$ cat src/rtl/fir_mon_pkg.sv
// Shared types and constants for the FIR round monitor: FSM states, marker words,
// register-map addresses and status-word bit positions.
package fir_mon_pkg;

  typedef enum logic [1:0] {
    ST_IDLE  = 2'd0,
    ST_ARMED = 2'd1,
    ST_RUN   = 2'd2,
    ST_FULL  = 2'd3
  } mon_state_e;

  localparam logic [15:0] ARM_MARK_DEF   = 16'hAB40;
  localparam logic [15:0] START_MARK_DEF = 16'h00A5;
  localparam logic [15:0] END_MARK_DEF   = 16'h765A;

  localparam logic [3:0] ADDR_STATUS    = 4'd0;
  localparam logic [3:0] ADDR_SLOT_BASE = 4'd1;

  localparam int STAT_STATE_LSB = 0;
  localparam int STAT_FULL_BIT  = 3;
  localparam int STAT_TMO_BIT   = 4;
  localparam int STAT_IDX_LSB   = 16;
  localparam int STAT_ABORT_LSB = 24;

  // Each round owns two consecutive words: latency first, then sample count.
  function automatic logic [3:0] lat_addr(input int slot);
    return 4'(int'(ADDR_SLOT_BASE) + 2 * slot);
  endfunction

  function automatic logic [3:0] smp_addr(input int slot);
    return 4'(int'(ADDR_SLOT_BASE) + 2 * slot + 1);
  endfunction

endpackage

$ cat src/rtl/fir_round_monitor_if.sv
// Bus bundle between the FIR round monitor and its user: monitored status word,
// clear, registered read port and status flags.
interface fir_round_monitor_if #(
  parameter int DATA_W = 16
);
  logic [DATA_W-1:0] chk_i;
  logic              clr_i;
  logic              rd_en_i;
  logic [3:0]        rd_addr_i;
  logic [31:0]       rd_data_o;
  logic              rd_valid_o;
  logic              busy_o;
  logic              round_done_o;
  logic              full_o;

  modport master (
    output chk_i, clr_i, rd_en_i, rd_addr_i,
    input  rd_data_o, rd_valid_o, busy_o, round_done_o, full_o
  );

  modport slave (
    input  chk_i, clr_i, rd_en_i, rd_addr_i,
    output rd_data_o, rd_valid_o, busy_o, round_done_o, full_o
  );
endinterface

$ cat src/rtl/fir_mon_regfile.sv
// Per-round result storage (latency and sample count) with a registered read mux;
// address 0 returns the status word supplied by the monitor FSM.
module fir_mon_regfile
  import fir_mon_pkg::*;
#(
  parameter int NUM_ROUNDS = 3,
  parameter int CNT_W      = 32
) (
  input  logic             clk,
  input  logic             rst_n,
  input  logic             clr,
  input  logic             we,
  input  logic [2:0]       widx,
  input  logic [CNT_W-1:0] wlat,
  input  logic [CNT_W-1:0] wsmp,
  input  logic [31:0]      status,
  input  logic             rd_en,
  input  logic [3:0]       rd_addr,
  output logic [31:0]      rd_data,
  output logic             rd_valid
);

  logic [CNT_W-1:0] lat_q [NUM_ROUNDS];
  logic [CNT_W-1:0] smp_q [NUM_ROUNDS];
  logic [31:0]      rd_mux;

  always_ff @(posedge clk) begin
    if (!rst_n || clr) begin
      for (int i = 0; i < NUM_ROUNDS; i++) begin
        lat_q[i] <= '0;
        smp_q[i] <= '0;
      end
    end else begin
      for (int i = 0; i < NUM_ROUNDS; i++) begin
        if (we && widx == 3'(i)) begin
          lat_q[i] <= wlat;
          smp_q[i] <= wsmp;
        end
      end
    end
  end

  always_comb begin
    rd_mux = '0;
    if (rd_addr == ADDR_STATUS) rd_mux = status;
    for (int i = 0; i < NUM_ROUNDS; i++) begin
      if (rd_addr == lat_addr(i)) rd_mux = 32'(lat_q[i]);
      if (rd_addr == smp_addr(i)) rd_mux = 32'(smp_q[i]);
    end
  end

  // A clear must not drop a read already in flight, so only reset touches this stage.
  always_ff @(posedge clk) begin
    if (!rst_n) begin
      rd_valid <= 1'b0;
      rd_data  <= '0;
    end else begin
      rd_valid <= rd_en;
      rd_data  <= rd_en ? rd_mux : '0;
    end
  end

endmodule

$ cat src/rtl/fir_round_monitor.sv
// Watches the FIR status word for arm/start/end markers and records per-round latency
// and distinct-sample counts. Optional watchdog enabled by macro FIR_MON_TIMEOUT_EN.
module fir_round_monitor
  import fir_mon_pkg::*;
#(
  parameter int                DATA_W     = 16,
  parameter logic [DATA_W-1:0] ARM_MARK   = ARM_MARK_DEF,
  parameter logic [DATA_W-1:0] START_MARK = START_MARK_DEF,
  parameter logic [DATA_W-1:0] END_MARK   = END_MARK_DEF,
  parameter int                NUM_ROUNDS = 3,
  parameter int                CNT_W      = 32,
  parameter int                TIMEOUT    = 250000
) (
  input  logic                  axis_clk,
  input  logic                  axis_rst_n,
  fir_round_monitor_if.slave    bus
);

  mon_state_e        state_q, state_d;
  logic [DATA_W-1:0] chk_q, prev_q;
  logic [CNT_W-1:0]  lat_cnt_q, smp_cnt_q, lat_plus;
  logic [7:0]        abort_cnt_q;
  logic [2:0]        idx_q;
  logic              round_done_q;
  logic              timeout_q;
  logic              rec_we, cnt_clr, cnt_inc, smp_inc, abort, tmo;
  logic [CNT_W-1:0]  rec_lat;
  logic [31:0]       status;
  logic              last_slot;

`ifdef FIR_MON_TIMEOUT_EN
  logic [CNT_W-1:0]  wd_q;
`else
  logic              unused_timeout;
  assign unused_timeout = (TIMEOUT > 0);
  assign timeout_q      = 1'b0;
`endif

  assign lat_plus  = (&lat_cnt_q) ? lat_cnt_q : lat_cnt_q + CNT_W'(1);
  assign last_slot = (idx_q == 3'(NUM_ROUNDS - 1));

  // A round closes one edge after its last data word, so the END edge itself counts.
  always_comb begin
    state_d = state_q;
    rec_we  = 1'b0;
    rec_lat = lat_plus;
    cnt_clr = 1'b0;
    cnt_inc = 1'b0;
    smp_inc = 1'b0;
    abort   = 1'b0;
    tmo     = 1'b0;
    case (state_q)
      ST_IDLE: if (chk_q == ARM_MARK) state_d = ST_ARMED;
      ST_ARMED: begin
        if (chk_q == START_MARK) begin
          state_d = ST_RUN;
          cnt_clr = 1'b1;
        end
      end
      ST_RUN: begin
        if (chk_q == END_MARK) begin
          rec_we  = 1'b1;
          state_d = last_slot ? ST_FULL : ST_ARMED;
        end else if (chk_q == START_MARK) begin
          cnt_clr = 1'b1;
          abort   = 1'b1;
        end
`ifdef FIR_MON_TIMEOUT_EN
        else if (wd_q == CNT_W'(TIMEOUT - 1)) begin
          rec_we  = 1'b1;
          rec_lat = '1;
          tmo     = 1'b1;
          state_d = last_slot ? ST_FULL : ST_ARMED;
        end
`endif
        else begin
          cnt_inc = 1'b1;
          smp_inc = (chk_q != prev_q);
        end
      end
      default: state_d = state_q;
    endcase
  end

  always_ff @(posedge axis_clk) begin
    if (!axis_rst_n || bus.clr_i) begin
      state_q      <= ST_IDLE;
      chk_q        <= '0;
      prev_q       <= '0;
      lat_cnt_q    <= '0;
      smp_cnt_q    <= '0;
      abort_cnt_q  <= '0;
      idx_q        <= '0;
      round_done_q <= 1'b0;
    end else begin
      state_q      <= state_d;
      chk_q        <= bus.chk_i;
      prev_q       <= chk_q;
      round_done_q <= rec_we;
      if (rec_we) idx_q <= idx_q + 3'd1;
      if (cnt_clr) begin
        lat_cnt_q <= '0;
        smp_cnt_q <= '0;
      end else if (cnt_inc) begin
        lat_cnt_q <= lat_plus;
        if (smp_inc) smp_cnt_q <= smp_cnt_q + CNT_W'(1);
      end
      if (abort && abort_cnt_q != 8'hFF) abort_cnt_q <= abort_cnt_q + 8'd1;
    end
  end

`ifdef FIR_MON_TIMEOUT_EN
  always_ff @(posedge axis_clk) begin
    if (!axis_rst_n || bus.clr_i) begin
      wd_q      <= '0;
      timeout_q <= 1'b0;
    end else begin
      if (cnt_clr) wd_q <= '0;
      else if (state_q == ST_RUN) wd_q <= wd_q + CNT_W'(1);
      if (tmo) timeout_q <= 1'b1;
    end
  end
`endif

  always_comb begin
    status                              = '0;
    status[STAT_ABORT_LSB +: 8]         = abort_cnt_q;
    status[STAT_IDX_LSB +: 3]           = idx_q;
    status[STAT_TMO_BIT]                = timeout_q;
    status[STAT_FULL_BIT]               = (state_q == ST_FULL);
    status[STAT_STATE_LSB +: 2]         = state_q;
  end

  fir_mon_regfile #(
    .NUM_ROUNDS (NUM_ROUNDS),
    .CNT_W      (CNT_W)
  ) u_regfile (
    .clk      (axis_clk),
    .rst_n    (axis_rst_n),
    .clr      (bus.clr_i),
    .we       (rec_we),
    .widx     (idx_q),
    .wlat     (rec_lat),
    .wsmp     (smp_cnt_q),
    .status   (status),
    .rd_en    (bus.rd_en_i),
    .rd_addr  (bus.rd_addr_i),
    .rd_data  (bus.rd_data_o),
    .rd_valid (bus.rd_valid_o)
  );

  assign bus.busy_o       = (state_q == ST_RUN);
  assign bus.full_o       = (state_q == ST_FULL);
  assign bus.round_done_o = round_done_q;

endmodule

$ cat src/flat_wrapper.sv
// flat-port wrapper written by rule: the top's interface ports become plain ports
module fir_round_monitor_flat import fir_mon_pkg::*;
#(
  parameter int                DATA_W     = 16,
  parameter logic [DATA_W-1:0] ARM_MARK   = ARM_MARK_DEF,
  parameter logic [DATA_W-1:0] START_MARK = START_MARK_DEF,
  parameter logic [DATA_W-1:0] END_MARK   = END_MARK_DEF,
  parameter int                NUM_ROUNDS = 3,
  parameter int                CNT_W      = 32,
  parameter int                TIMEOUT    = 250000
)
  (axis_clk, axis_rst_n, bus_chk_i, bus_clr_i, bus_rd_en_i, bus_rd_addr_i, bus_rd_data_o, bus_rd_valid_o, bus_busy_o, bus_round_done_o, bus_full_o);
  fir_round_monitor_if #(.DATA_W(DATA_W)) bus_i ();
  input  logic axis_clk;
  input  logic axis_rst_n;
  input wire logic [$bits(bus_i.chk_i)-1:0] bus_chk_i;
  input wire logic [$bits(bus_i.clr_i)-1:0] bus_clr_i;
  input wire logic [$bits(bus_i.rd_en_i)-1:0] bus_rd_en_i;
  input wire logic [$bits(bus_i.rd_addr_i)-1:0] bus_rd_addr_i;
  output wire logic [$bits(bus_i.rd_data_o)-1:0] bus_rd_data_o;
  output wire logic [$bits(bus_i.rd_valid_o)-1:0] bus_rd_valid_o;
  output wire logic [$bits(bus_i.busy_o)-1:0] bus_busy_o;
  output wire logic [$bits(bus_i.round_done_o)-1:0] bus_round_done_o;
  output wire logic [$bits(bus_i.full_o)-1:0] bus_full_o;
  assign bus_i.chk_i = bus_chk_i;
  assign bus_i.clr_i = bus_clr_i;
  assign bus_i.rd_en_i = bus_rd_en_i;
  assign bus_i.rd_addr_i = bus_rd_addr_i;
  assign bus_rd_data_o = bus_i.rd_data_o;
  assign bus_rd_valid_o = bus_i.rd_valid_o;
  assign bus_busy_o = bus_i.busy_o;
  assign bus_round_done_o = bus_i.round_done_o;
  assign bus_full_o = bus_i.full_o;
  fir_round_monitor #(.DATA_W(DATA_W), .ARM_MARK(ARM_MARK), .START_MARK(START_MARK), .END_MARK(END_MARK), .NUM_ROUNDS(NUM_ROUNDS), .CNT_W(CNT_W), .TIMEOUT(TIMEOUT)) u_core (.axis_clk(axis_clk), .axis_rst_n(axis_rst_n), .bus(bus_i));
endmodule
$ cat config.mk
export PLATFORM = sky130hd
export DESIGN_NAME = fir_round_monitor_flat
export DESIGN_NICKNAME = d
export VERILOG_FILES = /design/src/rtl/fir_mon_pkg.sv /design/src/rtl/fir_round_monitor_if.sv /design/src/rtl/fir_mon_regfile.sv /design/src/rtl/fir_round_monitor.sv /design/src/flat_wrapper.sv
export SDC_FILE = /design/constraint.sdc
export NUM_CORES = 1
export LEC_CHECK = 0
export ABC_AREA = 1
export BUFFER_PORTS_ARGS = -buffer_cell sky130_fd_sc_hd__buf_2
export CELL_PAD_IN_SITES_DETAIL_PLACEMENT = 0
export CELL_PAD_IN_SITES_GLOBAL_PLACEMENT = 1
export CORE_ASPECT_RATIO = 0.9
export CORE_MARGIN = 1.5
export CORE_UTILIZATION = 45
export DETAILED_ROUTE_END_ITERATION = 16
export PLACE_DENSITY = 0.87
export SYNTH_ARGS = -nofsm -noshare
export SYNTH_HDL_FRONTEND = slang
export SYNTH_SLANG_ARGS = --single-unit
$ cat constraint.sdc
create_clock -name axis_clk -period 13.3 [get_ports axis_clk]
set_input_delay 0.665 -clock axis_clk [delete_from_list [all_inputs] [get_ports axis_clk]]
set_output_delay 0.665 -clock axis_clk [all_outputs]
set_load 0.005 [all_outputs]
==> results of run 1 <==
cells by family after synthesis:
kind of cell | Yosys count | synth area share (%)
adders and majority gates | 12 | 0.986
AOI/OAI and AO/OA | 197 | 6.81
xor gates and xnor gates | 24 | 1.38
and+or+nand+nor | 988 | 26.9
DFF | 335 | 56.6
buffers and inverters | 269 | 7.33
cell usage in the layout (no fill, tap or decap), types with 9 or more instances in the layout:
master	n
a21oi_1	98
a31oi_1	23
buf_2	59
buf_4	15
clkbuf_1	10
clkbuf_16	36
dfxtp_1	143
edfxtp_1	192
ha_1	12
inv_1	196
nand2_1	527
nand3_1	151
nand4_1	24
nor2_1	244
nor2_2	9
o21ai_0	63
or2_2	9
xor2_1	22
power breakdown:
part	internal, mW	switching (mW)
Clock	0.552	0.411
Combinational	0.0181	0.0559
Sequential	1.13	0.0123
critical path, cell delays in order, from the launching register on:
cell,delay (ns)
dfxtp_1,0.36
inv_1,0.15
ha_1,0.38
nand2_1,0.17
nor2_4,0.11
buf_4,0.56
clkinv_1,0.67
buf_4,0.43
nand2_1,0.10
nand2_1,0.05
nor2_1,0.10
registers in the layout, summed over array words and instances (netlist names):
register and cells:
u_core.u_regfile.lat_q 96, u_core.u_regfile.smp_q 96, u_core.lat_cnt_q 32, u_core.smp_cnt_q 32, u_core.u_regfile.rd_data 32, u_core.chk_q 16
u_core.prev_q 16, u_core.abort_cnt_q 8, u_core.idx_q 3, u_core.state_q 2, u_core.bus.round_done_o 1, u_core.u_regfile.rd_valid 1
layout make-up:
cell class	count	area, sq um	area share, %
clock buffer	48	966	5.68
clock inverter	17	150	0.883
inverter	202	758	4.46
multi-input combinational	1221	5560	32.7
sequential	335	8630	50.8
tap	422	528	3.11
timing repair buffer	74	408	2.40
per-layer routing:
| metal | track usage, % | routed length, microns | vias up |
|---|---|---|---|
| met3 | 4.92 | 3840 | 68 |
| li1 | - | - | 6008 |
| met5 | 0 | 10 | - |
| met2 | 36.1 | 18000 | 463 |
| met4 | 6.90 | 1060 | 2 |
| met1 | 34.7 | 18600 | 5814 |
worst paths after layout:
path	startpoint	to	cells after the start
worst min register to register	u_core.abort_cnt_q[7]$_SDFFE_PP0P_	u_core.abort_cnt_q[7]$_SDFFE_PP0P_	2
worst min-delay path	bus_chk_i[14]	u_core.chk_q[14]$_SDFF_PP0_	3
worst max register to register	u_core.state_q[0]$_SDFFE_PP0P_	u_core.lat_cnt_q[28]$_SDFFE_PP0P_	10
worst max-delay path	u_core.state_q[0]$_SDFFE_PP0P_	u_core.lat_cnt_q[28]$_SDFFE_PP0P_	10
==> flow_summary.toml, run 1 <==
[grt]
gr-usage-all-layers_pct = 23.9
grt_max_degree = 65
overflow = 0
grt_pass1_vias = 11288
grt_antenna_before_repair = 1
grt_pass1_wl_microns = 64400

[setup_path]
path_max_fanout = 56
worstPathArrival_ns = 3.67
rrSetupSlack_ns = 10.09
critical_path_required_ns = 13.76
path_class = "reg -> reg"
worstSetupEndpointType = "flip-flop"
crit_path_start_kind = "flip-flop"

[synthesis]
synth_edf_count = 192
synthTopCellsByCount = "nand2_1, nor2_1, inv_1, edfxtp_1, nand3_1"
yosys_warnings = 0
postSynth.asyncResetShare_pct = 0
yosysTopAreaCell = "edfxtp_1"
yosysMostFrequentCell = "nand2_1"
ys_seq_area_share_pct = 56.6
syn_nets = 1861
syn_inst = 1825
synth_seq_cells = 335
avgSynthCellArea_sq_um = 8.35
synthFlopType = "edfxtp_1"
ys_types = 35
synth.area.top_cells = "edfxtp_1, dfxtp_1, nand2_1"
synth_top_area_share_pct = 37.8
synthesis.area_sq_mm = 0.0152

[min_path]
hold_class = "in -> reg"

[clock_network]
clk_pin_slew_worst_paths_ns = 0.06
htreeDepth = 2
clock_latency_ns = 0.53
cts-resized-gates = 0
cts_root_buf = "clkbuf_16"
ctsLongestPathBuffers = 3
cts-buffers-inserted = 36
clock-sinks = 335
cts_hold_buf = 0
post_cts_buffers = 0
cts_tree = "built"

[pwr]
vdd_drop_max_v = 0.0000954
p_total_mw = 2.18
p_leak_nw = 6.77
power_density_mw_per_mm2 = 128

[floorplanning]
num_io_pins = 60
placement_rows = 63
die_w_microns = 197
dieHeight_microns = 178
core_area_sq_mm = 0.0331
die_area_sq_mm = 0.0350
start_util_pct = 46.0

[layout]
layout.nets = 1906
fillers = 3120
area_growth_pct = 11.6
fin_util_pct = 51.3
finalInstanceArea_sq_mm = 0.0170
final_layout_size_suffix_gt1_share_pct = 8.59
stdcell_count = 2319
diodes = 0

[timing]
fin_crit_ns = 3.21
grt_setup_unrepaired = "false"
slew_headroom_pct = 27.6
worst_pin_slew_ns = 1.08
skew_ns = 0.0216
hold_viol = 0
tns_ns = 0
fin_ws_ns = 10.09
timing.fmax_ghz = 0.312
whs_ns = 0.346
setup_viol = 0
final_max_slew_viol_count = 0
finalCritPeriodShare_pct = 24.1

[route]
num_vias = 12355
drt_pre_antenna_iters = 6
routed_via_density = 5.33
drt-total-wl_microns = 41500
first_iter_violations = 1141
routedWlPerCell_microns = 17.9
route.detailed.drc = 0
ant_nets = 0

[place]
place_hpwl_microns = 27400
port_buffers = 59
placedCellCount = 2254
gp_congestion = 0.924
dpl-instance-area_sq_mm = 0.0159
dp_slack_ns = 9.69

[run_status]
status = "completed"

[flow_run]
cap_violations = 0
Power figures use the tool's default switching activity.
==> inputs of run 2 (changes only) <==
Settings changed: ABC_AREA 1 to 0, PLACE_DENSITY 0.87 to 0.83.
Clock period 13.3 ns to 3 ns, I/O delays scaled along.
==> run 2 against run 1 <==
  * First-iteration DRC count is 26% lower
  * Largest power group unchanged
  * Critical endpoint is now u_core.u_regfile.lat_q[0][79]$_DFFE_PP_
  * Highest routed layer is now met4
  * Clock power grew to 4.3 times the previous value
  * Register-to-register slack worse by 9.8 ns
  * Wire length is 17% lower
  * Power grew to 4.3 times the previous value
  * Largest cell class unchanged
  * Maximum frequency is 17% higher
  * Non-clock buffer count is 32 higher
==> flow_summary.toml, run 2 <==
[run_status]
status = "completed"

[synthesis]
synth.area.top_cells = "edfxtp_1, dfxtp_1, xnor2_1"
synth_seq_cells = 335
synth_edf_count = 192
yosys.area_share.adder_pct = 1.09
synthTopCellsByCount = "edfxtp_1, dfxtp_1, nor2_1, nand2_1, o21ai_0"
yosysTopAreaCell = "edfxtp_1"
ys_seq_area_share_pct = 62.9
syn_nets = 1211
yosys_warnings = 0
synth_xor_area_share_pct = 4.79
synth_top_area_share_pct = 42.0
synth-compound-area-share_pct = 11.1
syn_inst = 1175
yosysMostFrequentCell = "edfxtp_1"
synth_top_family_by_area = "simple AND/OR/NAND/NOR gates"
avgSynthCellArea_sq_um = 11.7
synthesis.area_sq_mm = 0.0137
yosys.area_share.simple_pct = 17.1
synthMuxAreaShare_pct = 0.629
postSynth.asyncResetShare_pct = 0
ys_types = 65
synthFlopType = "edfxtp_1"

[clock_network]
cts_tree = "built"
htreeDepth = 2
clock_latency_ns = 0.53
clk_pin_slew_worst_paths_ns = 0.06
cts_hold_buf = 16
post_cts_buffers = 0
ctsLongestPathBuffers = 3
cts-buffers-inserted = 36
clock-sinks = 335
cts_root_buf = "clkbuf_16"
cts-resized-gates = 0

[route]
drt-total-wl_microns = 34400
drt_pre_antenna_iters = 6
first_iter_violations = 848
highest_layer = "met4"
ant_nets = 0
route.detailed.drc = 0
num_vias = 9702
routedWlPerCell_microns = 20.4
routed_via_density = 5.75
wl_met3_microns = 3210
wl_met1_microns = 15300
met2_length_microns = 15300

[layout]
final_common_cell = "edfxtp_1"
area_growth_pct = 15.5
diodes = 0
top_regs = "u_core.u_regfile.lat_q (96), u_core.u_regfile.smp_q (96)"
layout_common_cells = "edfxtp_1, dfxtp_1, nor2_1"
fillers = 2532
final_layout_size_suffix_gt1_share_pct = 13.8
stdcell_count = 1686
finalInstanceArea_sq_mm = 0.0158
layout.nets = 1292

[timing]
fin_crit_ns = 2.73
worst_pin_slew_ns = 0.986
grt_setup_unrepaired = "false"
fin_ws_ns = 0.267
slew_headroom_pct = 34.0
finalCritPeriodShare_pct = 91.1
skew_ns = 0.0338
setup_viol = 0
tns_ns = 0
timing.fmax_ghz = 0.366
final_max_slew_viol_count = 0
hold_viol = 0

[grt]
grt_max_degree = 65
grt_pass1_vias = 9162
overflow = 0
grt_pass1_wl_microns = 53100
grt_antenna_before_repair = 1
gr-usage-all-layers_pct = 21.8

[setup_path]
worstSetupEndpointType = "flip-flop"
path_max_fanout = 13
path_class = "reg -> reg"
worstPathArrival_ns = 3.02
critical_path_required_ns = 3.29
crit_path_start_kind = "flip-flop"

[pwr]
power_density_mw_per_mm2 = 597
p_leak_nw = 5.51
vdd_drop_max_v = 0.000372
p_total_mw = 9.46

[place]
port_buffers = 59
dpl-instance-area_sq_mm = 0.0146
place_hpwl_microns = 21900
placedCellCount = 1605
gp_congestion = 0.838
dp_slack_ns = 0.289

[floorplanning]
num_io_pins = 60
placement_rows = 60
start_util_pct = 45.8
die_area_sq_mm = 0.0315
die_w_microns = 187
dieHeight_microns = 169
core_area_sq_mm = 0.0300

[min_path]
hold_class = "in -> reg"

[flow_run]
cap_violations = 0
## run 2: final timing paths
path                                           from                                       to  slack (ns)  cells after the start
setup / recovery         u_core.chk_q[6]$_SDFF_PP0_  u_core.u_regfile.lat_q[0][79]$_DFFE_PP_        0.27                      7
setup reg to reg         u_core.chk_q[6]$_SDFF_PP0_  u_core.u_regfile.lat_q[0][79]$_DFFE_PP_        0.27                      7
hold / removal                           axis_rst_n             u_core.idx_q[2]$_SDFFE_PP0N_        0.04                      3
hold reg to reg   u_core.smp_cnt_q[31]$_SDFFE_PP0P_        u_core.smp_cnt_q[31]$_SDFFE_PP0P_        0.49                      2
## run 2: metrics by stage
step                utilization [%]  hold WS (ns)
global route                   52.9        0.0737
global placement               48.7         0.350
CTS                            52.9        0.0173
floorplan                         -         0.272
finish                         52.9        0.0353
detailed placement             48.7         0.352
## run 2: logic make-up (layout without fill, tap and decap cells)
| family | after synthesis | after routing |
|---|---|---|
| multiplexers | 7 | 7 |
| flip-flops | 335 | 335 |
| adder cells (fa/ha/maj) | 12 | 12 |
| AND/OR/NAND/NOR | 431 | 431 |
| buffers and inverters | 78 | 186 |
| XOR/XNOR | 75 | 75 |
| AO/OA/AOI/OAI | 237 | 237 |
## run 2: cell type report
type	count	area (sq um)	area share, %
Multi-Input combinational cell	762	4810	30.4
Timing Repair Buffer	106	751	4.74
Inverter	15	56.3	0.355
Sequential cell	335	8630	54.4
Tap cell	403	504	3.18
Clock inverter	22	168	1.06
Clock buffer	43	927	5.85
## run 2: per-layer routing
layer / vias up / GRT usage, %
met5: - / 0
met4: 0 / 5.61
met3: 46 / 4.69
met2: 406 / 33.6
met1: 4701 / 31.5
li1: 4549 / -
## run 2: report_power, final
| group | total [mW] | leakage (nW) | switching (mW) | internal (mW) |
|---|---|---|---|---|
| clock network | 4.12 | 0.523 | 1.80 | 2.32 |
| registers | 5.02 | 3.29 | 0.0450 | 4.97 |
| logic | 0.321 | 1.70 | 0.214 | 0.107 |
| total | 9.46 | 5.51 | 2.06 | 7.40 |
## run 2: critical path, cell delays in order, from the launching register on
cell	delay, ns
dfxtp_1	0.42
nand4b_1	0.14
nor4_2	0.44
nand2_1	0.19
nor4_4	0.36
o311ai_4	0.32
buf_4	0.28
nor2_1	0.34
==> inputs of run 3 (changes only) <==
Settings changed: CORE_MARGIN 1.5 to unset.
==> run 3 against run 2 <==
  * Register-to-register slack barely moved
  * Clock power rose by 8.3%
  * Via count rose by 0.48%
  * Non-clock buffer count rose by 3
  * Maximum frequency fell by 0.16%
  * Clock-buffer cell count rose by 5
  * Sequential power barely moved
  * Sequential share of layout area fell by 0.49 points
  * Final cell count rose by 0.18%
  * Worst setup slack got worse by 0.0044 ns
  * Largest cell class unchanged
==> flow_summary.toml, run 3 (synthesis gave the netlist of run 2 again) <==
[run_status]
status = "completed"

[pwr]
p_leak_nw = 5.60
vdd_drop_max_v = 0.000432
p_total_mw = 9.80
power_density_mw_per_mm2 = 613

[layout]
diodes = 0
area_growth_pct = 16.6
layout_common_cells = "edfxtp_1, dfxtp_1, nor2_1"
finalInstanceArea_sq_mm = 0.0160
final_common_cell = "edfxtp_1"
layout.nets = 1295
final_layout_size_suffix_gt1_share_pct = 14.2
top_regs = "u_core.u_regfile.lat_q (96), u_core.u_regfile.smp_q (96)"

[clock_network]
cts_root_buf = "clkbuf_16"
clock_latency_ns = 0.52
cts_tree = "built"
clk_pin_slew_worst_paths_ns = 0.06
cts-buffers-inserted = 36
htreeDepth = 2
clock-sinks = 335
ctsLongestPathBuffers = 3

[grt]
use_met2_pct = 34.9
gr-usage-met3_pct = 4.33
grt_pass1_wl_microns = 53300
grt_pass1_vias = 9280
grt_antenna_before_repair = 0
overflow = 0
gr-usage-all-layers_pct = 22.5
grt_max_degree = 65
top_usage_layer = "met2"
use_met1_pct = 32.2

[route]
ant_nets = 0
drt-total-wl_microns = 34100
routed_via_density = 5.77
drt_pre_antenna_iters = 8
num_vias = 9749
route.detailed.drc = 0
first_iter_violations = 958
routedWlPerCell_microns = 20.2

[place]
place_hpwl_microns = 21800
port_buffers = 59
gp_congestion = 0.837
dpl-instance-area_sq_mm = 0.0146

[timing]
skew_ns = 0.0214
finalCritPeriodShare_pct = 91.3
slew_headroom_pct = 31.5
final_max_slew_viol_count = 0
tns_ns = 0
hold_viol = 0
worst_pin_slew_ns = 1.02
timing.fmax_ghz = 0.365
grt_setup_unrepaired = "false"
whs_ns = 0.117
setup_viol = 0
fin_crit_ns = 2.74

[floorplanning]
start_util_pct = 45.8
placement_rows = 60
dieHeight_microns = 168
num_io_pins = 60
core_area_sq_mm = 0.0300
die_w_microns = 186
die_area_sq_mm = 0.0312

[setup_path]
critical_path_required_ns = 3.43
worstSetupEndpointType = "flip-flop"
path_max_fanout = 11
path_class = "reg -> reg"
worstPathArrival_ns = 3.17
crit_path_start_kind = "flip-flop"

[flow_run]
cap_violations = 0

[min_path]
hold_class = "in -> reg"
run 3: per-layer routing:
layer | part of all wire (%) | up-vias | routed length [microns]
li1 | - | 4546 | -
met1 | 44 | 4757 | 14900
met2 | 46 | 398 | 15800
met3 | 8.4 | 48 | 2860
met4 | 1.8 | 0 | 600
met5 | 0 | - | 0
run 3: worst paths after layout:
check,from,to,slack [ns],cells after the start
worst max-delay path,u_core.lat_cnt_q[0]$_SDFFE_PP0P_,u_core.lat_cnt_q[21]$_SDFFE_PP0P_,0.26,7
worst min-delay path,axis_rst_n,u_core.state_q[1]$_SDFFE_PP0P_,0.12,4
worst max register to register,u_core.lat_cnt_q[0]$_SDFFE_PP0P_,u_core.lat_cnt_q[21]$_SDFFE_PP0P_,0.26,7
worst min register to register,u_core.smp_cnt_q[31]$_SDFFE_PP0P_,u_core.smp_cnt_q[31]$_SDFFE_PP0P_,0.48,2
run 3: area by class of cell:
class,instances,area (sq um)
timing repair buffer,109,788
tap,403,504
sequential,335,8630
clock inverter,17,174
inverter,15,56.3
clock buffer,48,1030
fill,2530,14000
multi-input combinational,762,4810
run 3: repair_timing:
item                                   CTS  global route
endpoints found under the hold margin   17             0
hold buffers                            17             0
buffers inserted                         0             0
resized for setup                        0             0
run 3: through the flow:
stage,utilization (%),instances,setup slack [ns]
finish,53.4,1689,0.262
floorplan,-,1175,0.522
global placement,48.8,1607,0.353
global route,53.4,1689,0.0400
CTS,53.4,1689,0.281
detailed placement,48.8,1607,0.299
run 3: power breakdown:
part           internal (mW)  switching (mW)
clock network           2.68            1.78
logic                  0.110           0.215
registers               4.97          0.0449
total                   7.76            2.04
run 3: critical path: stages, from the launching register on:
cell	delay (ns)
dfxtp_1	0.35
ha_1	0.28
nand3_1	0.26
nor3_4	0.13
a31oi_1	0.84
nand4_1	0.27
or3_1	0.40
a21oi_1	0.14
